**src/rtl/sap1_pkg.sv**
```systemverilog
// Shared definitions for the SAP-1 controller: datapath widths, opcode values
// and the fetch/execute state encoding.
package sap1_pkg;

    localparam int SAP1_DATA_WIDTH   = 8;
    localparam int SAP1_ADDRESS_SIZE = 4;

    localparam logic [3:0] OP_LDA = 4'b0000;
    localparam logic [3:0] OP_ADD = 4'b0001;
    localparam logic [3:0] OP_SUB = 4'b0010;
    localparam logic [3:0] OP_OUT = 4'b1110;
    localparam logic [3:0] OP_HLT = 4'b1111;

    typedef enum logic [2:0] {
        T1   = 3'd0,
        T2   = 3'd1,
        T3   = 3'd2,
        T4   = 3'd3,
        HALT = 3'd4
    } state_t;

endpackage

```
**src/rtl/sap1_alu.sv**
```systemverilog
// Combinational SAP-1 adder/subtractor. The extra result bit is the carry on
// add and the borrow on subtract.
module sap1_alu #(
    parameter int DATA_WIDTH = 8
) (
    input  logic [DATA_WIDTH-1:0] a,
    input  logic [DATA_WIDTH-1:0] b,
    input  logic                  sub,
    output logic [DATA_WIDTH-1:0] result,
    output logic                  carry
);

    logic [DATA_WIDTH:0] wide;

    // Zero-extending both operands makes the top bit of a-b the borrow (b > a).
    always_comb begin
        if (sub) begin
            wide = {1'b0, a} - {1'b0, b};
        end else begin
            wide = {1'b0, a} + {1'b0, b};
        end
    end

    assign result = wide[DATA_WIDTH-1:0];
    assign carry  = wide[DATA_WIDTH];

endmodule

```
**src/rtl/sap1_controller.sv**
```systemverilog
// SAP-1 fetch/execute controller: drives the program ROM read port, holds
// pc/ir/acc/carry/out registers and executes LDA, ADD, SUB, OUT and HLT.
module sap1_controller
    import sap1_pkg::*;
#(
    parameter int DATA_WIDTH   = SAP1_DATA_WIDTH,
    parameter int ADDRESS_SIZE = SAP1_ADDRESS_SIZE
) (
    input  logic                    clk,
    input  logic                    rst,
    output logic                    mem_read_enable,
    output logic [ADDRESS_SIZE-1:0] mem_read_address,
    input  logic [DATA_WIDTH-1:0]   mem_data_in,
    output logic [DATA_WIDTH-1:0]   out_data,
    output logic                    out_valid,
    output logic [DATA_WIDTH-1:0]   acc,
    output logic                    carry,
    output logic                    halted
);

    state_t                  state;
    logic [ADDRESS_SIZE-1:0] pc;
    logic [DATA_WIDTH-1:0]   ir;
    logic [3:0]              opcode;
    logic                    mem_op;
    logic [DATA_WIDTH-1:0]   alu_result;
    logic                    alu_carry;

    assign opcode = ir[DATA_WIDTH-1 -: 4];
    assign mem_op = (opcode == OP_LDA) || (opcode == OP_ADD) || (opcode == OP_SUB);

    sap1_alu #(
        .DATA_WIDTH(DATA_WIDTH)
    ) u_alu (
        .a      (acc),
        .b      (mem_data_in),
        .sub    (opcode == OP_SUB),
        .result (alu_result),
        .carry  (alu_carry)
    );

    // NOTE: every output of a combinational block gets a default first so no
    // path through the case statement can infer a latch.
    always_comb begin
        mem_read_enable  = 1'b0;
        mem_read_address = '0;
        case (state)
            T1: begin
                mem_read_enable  = 1'b1;
                mem_read_address = pc;
            end
            T3: begin
                if (mem_op) begin
                    mem_read_enable  = 1'b1;
                    mem_read_address = ir[ADDRESS_SIZE-1:0];
                end
            end
            default: ;
        endcase
    end

    // NOTE: state is updated with non-blocking assignments so every register
    // samples pre-edge values regardless of statement order.
    always_ff @(posedge clk or posedge rst) begin
        if (rst) begin
            state     <= T1;
            pc        <= '0;
            ir        <= '0;
            acc       <= '0;
            carry     <= 1'b0;
            out_data  <= '0;
            out_valid <= 1'b0;
            halted    <= 1'b0;
        end else begin
            out_valid <= 1'b0;
            case (state)
                T1: state <= T2;
                T2: begin
                    ir    <= mem_data_in;
                    pc    <= pc + ADDRESS_SIZE'(1);
                    state <= T3;
                end
                T3: begin
                    if (mem_op) begin
                        state <= T4;
                    end else if (opcode == OP_OUT) begin
                        out_data  <= acc;
                        out_valid <= 1'b1;
                        state     <= T1;
                    end else if (opcode == OP_HLT) begin
                        halted <= 1'b1;
                        state  <= HALT;
                    end else begin
                        state <= T1;
                    end
                end
                T4: begin
                    // mem_data_in now holds the operand read issued in T3.
                    if (opcode == OP_LDA) begin
                        acc <= mem_data_in;
                    end else begin
                        acc   <= alu_result;
                        carry <= alu_carry;
                    end
                    state <= T1;
                end
                HALT:    state <= HALT;
                default: state <= T1;
            endcase
        end
    end

endmodule

```
**config.mk**
```make
export PLATFORM = sky130hd
export DESIGN_NAME = sap1_controller
export DESIGN_NICKNAME = d
export VERILOG_FILES = /design/src/rtl/sap1_pkg.sv /design/src/rtl/sap1_alu.sv /design/src/rtl/sap1_controller.sv
export SDC_FILE = /design/constraint.sdc
export NUM_CORES = 1
export LEC_CHECK = 0
export ABC_AREA = 1
export CORE_MARGIN = 4
export CORE_UTILIZATION = 48
export DETAILED_ROUTE_END_ITERATION = 12
export HOLD_SLACK_MARGIN = 0.15
export PLACE_DENSITY = 0.76
export RECOVER_POWER = 50
export SKIP_LAST_GASP = 1
export SLEW_MARGIN = 30
export SYNTH_ARGS = -nofsm -noshare
export SYNTH_HDL_FRONTEND = slang
export SYNTH_SLANG_ARGS = --single-unit
```
**constraint.sdc**
```tcl
create_clock -name clk -period 2.3 [get_ports clk]
set_clock_uncertainty 0.2 [all_clocks]
set_input_delay 0.46 -clock clk [delete_from_list [all_inputs] [get_ports clk]]
set_output_delay 0.46 -clock clk [all_outputs]
set_load 0.05 [all_outputs]
```
==> metrics.md <==
| Metric | Value |
|---|---|
| Status | finished with violations |
| Failing checks | setup timing |
| P per Cell Area | around 1700 nW/um2 |
| Total GRT Usage | 22.6% |
| Yosys top cell area share | 41.5% |
| Layout cells sized above 1 | roughly 27% |
| Critical path cell sequence | nor2_4 -> nand2_4 -> buf_4 -> nand2_1 -> xor2_1 -> ha_2 -> or2_4 -> nand3_2 -> nand2_1 -> nand2_1 -> nand3_1 -> nand2_1 -> nand2_1 |
| Cells after synthesis | 272 |
| First-pass GRT wire length | 9360 um |
| Unrepaired setup endpoints after global routing | yes |
| Final Hold Vio Count | 0 |
| CTS H-tree lvls | 2 |
| Placed insts | 378 |
| R2R setup slack | -0.20 ns |
| Synth Cell Area | 2050 um2 |
| Clk root buf | clkbuf_8 |
| GRT overflow | 0 |
| Worst setup margin | -0.203 ns |
| Synth cell types | 28 |
| Max Root-Sink Buffers | 2 |
| Area grow syn2layout | 48.4% |
| WL final | 5970 um |
| Max_cap viols | 0 |
| Worst Path Required | 2.28 ns |
| Core ar. | 4060 um2 |
| Antenna violations before repair | 0 |
| Post-synthesis sequential area ratio | 41.5% |
| HP Start | halted |
| Number of CTS-inserted buffers | 5 |
| Initial Util | 50.6% |
| Nets | roughly 370 |
| Per-cell routed wire length | between 15 and 20 um |
| Crit path kind | reg2reg |
| Slowest CP cell | dfrtp_1 |
| R2R depth | 13 |
| Mapped Nets | 293 |
| Area leader, netlist | dfrtp_1 |
| IO Pins | 34 |
| Endpoints failing setup | 11 |
| Final Max Tran Viols | 0 |
| Min Tclk post-route | 2.50 ns |
| Buffer and inverter count on the worst path | 1 |
| CTS tree | yes |
| Post-DRT Antenna Nets | 0 |
| FMAX | 400 MHz |
| Crit path arrival time | 2.48 ns |
| Via count | 2,106 |
| Avg Inst Size Synth | approximately 7.5 um2 |
| Worst setup SP type | flop |
| Most frequent cells in the layout | nand2_1 (76), inv_1 (36), dfrtp_1 (34) |
| Class of the worst hold path | reg2reg |
| Slew headroom | 42.9% |
| Placer Congestion | 0.883 |
| Critical Path Source | ir[7] |
| CP most frequent cell | nand2_1 |
| CP max FO | 6 |
| Max incr delay on CP | 0.41 ns |
| Period utilization | 109% |
| Commonest non-fill, non-tap cell in the layout | nand2_1 |
| PortBufs | 33 |
| Synth Warn # | 0 |
| Maximum VDD drop | 0.000680 V |
| Worst r2r dst | acc[7] |
| CTS clk-pin slew, worst paths | 0.07 ns |
| Post-detail-place hpwl | just under 4000 um |
| Die X-Extent | 73.4 um |
| Largest net degree at the start of global routing | 35 |
| Die height | roughly 73 um |
| LEAKAGE | 0.00159 uW |
| Vias in the first global route | between 2,000 and 2,500 |
| Drt first pass iters | 4 |
| Rows | 23 |
| Worst Setup End Kind | flop |
| Setup TNS | -0.983 ns |
| Die area | 5380 um2 |
| DR DRC count | 0 |
| Clk sinks | 34 |
| Worst-margin pin slew | 0.856 ns |
| Hold Path Sink | halted |
| Later-pin clock latency in the skew report | 0.29 ns |
| Post-route insts no fill | slightly below 400 |
| Ant diodes | 0 |
| Dominant delay contributor by cell family on the critical path | simple AND/OR/NAND/NOR gates |
| Area contributors post-synth | dfrtp_1 (41%), nand2_1 (15%), inv_1 (7.9%), ha_1 (6.1%), xor2_1 (4.7%) |
| Post-synthesis register bit count | 34 |
| DR vias/cell | 5.32 |
| DRT iter0 DRCs | 215 |
| Hold path depth | 2 |
| R2r startpoint | ir[7] |
[cell type report]
class	instances	area, um2
repair buffers	70	651
inverters	48	180
clock inverters	1	5.00
flip-flops and latches	34	851
fillers	294	1010
multi-input cells	186	1210
well taps	50	62.6
clock buffers	7	86.3
[routing by layer]
| metal | routed length [um] | up-vias | part of all wire [%] | global-route usage [%] |
|---|---|---|---|---|
| li1 | - | 1012 | - | - |
| met1 | 2470 | 1005 | 41 | 27.8 |
| met2 | 3000 | 73 | 50 | 38.4 |
| met3 | 352 | 16 | 5.9 | 5.20 |
| met4 | 150 | 0 | 2.5 | 8.45 |
| met5 | 0 | - | 0 | 0 |
[tightest hold or removal path, stage by stage, from the launching register on]
cell     delay, ns
dfrtp_1       0.34
inv_1         0.04
nand2_1       0.05
[cells in the mapped netlist]
| cell | number |
|---|---|
| nand3_1 | 18 |
| inv_2 | 5 |
| nor4_1 | 1 |
| buf_2 | 2 |
| ha_1 | 10 |
| nor2_1 | 14 |
| xor2_1 | 11 |
| clkbuf_1 | 1 |
| dfrtp_1 | 34 |
| o21bai_1 | 1 |
| buf_6 | 1 |
| nand3_2 | 1 |
| nor2_4 | 1 |
| o211ai_1 | 1 |
| a21oi_1 | 10 |
| o22ai_1 | 4 |
| nor3_2 | 1 |
| inv_1 | 43 |
| nand2_2 | 1 |
| nand4_1 | 4 |
| nand3b_1 | 1 |
| o21ai_0 | 13 |
| o21ai_1 | 9 |
| nor3_4 | 1 |
| fa_1 | 1 |
| or2_2 | 1 |
| nand2_1 | 81 |
| xnor2_1 | 1 |
[where the power goes]
part	total (uW)	switching, uW	leakage (uW)	internal [uW]
clock network	464	222	0.0000482	242
registers	1070	215	0.000427	858
logic	3490	2080	0.00111	1410
total	5030	2510	0.00159	2510
[worst max-delay path by stage]
stage / to / slack (ns) / cells past startpoint
floorplan: mem_read_address[0] / -0.09 / 3
global placement: acc[7] / -0.66 / 16
detailed placement: acc[7] / -0.74 / 16
CTS: carry / -0.03 / 15
global route: acc[7] / -0.30 / 13
finish: acc[7] / -0.20 / 13
[through the flow]
step           power, uW  setup WS [ns]  utilization [%]  hold WS, ns  instance area, um2
3_3_place_gp        3920         -0.663             65.9        0.247                2670
4_1_cts             4660        -0.0272             71.6        0.269                2900
3_5_place_dp        3990         -0.739             65.9        0.251                2670
2_1_floorplan       2920        -0.0878                -        0.242                2050
6_report            5030         -0.203             75.1        0.261                3050
5_1_grt             5350         -0.299             75.1        0.304                3050
[registers in the layout, indices dropped and copies added (netlist names)]
name	cells
out_valid	1
ir	8
out_data	8
pc	4
acc	8
halted	1
state	3
carry	1
[kinds of logic (layout without fill, tap and decap cells)]
family / after synthesis / in the layout / synth area share [%]
compound gates: 38 / 38 / 9.76
fa+ha+maj: 11 / 11 / 7.07
buf+inv: 52 / 126 / 10.0
flops: 34 / 34 / 41.5
simple gates: 125 / 125 / 26.6
xor+xnor: 12 / 12 / 5.12
[repair_timing]
action,CTS,global route
gates resized for setup,31,33
setup endpoints to repair,12,12
hold buffers,0,0
pin swaps,17,18
setup buffers,7,3
(Power assumes the default switching activity.)
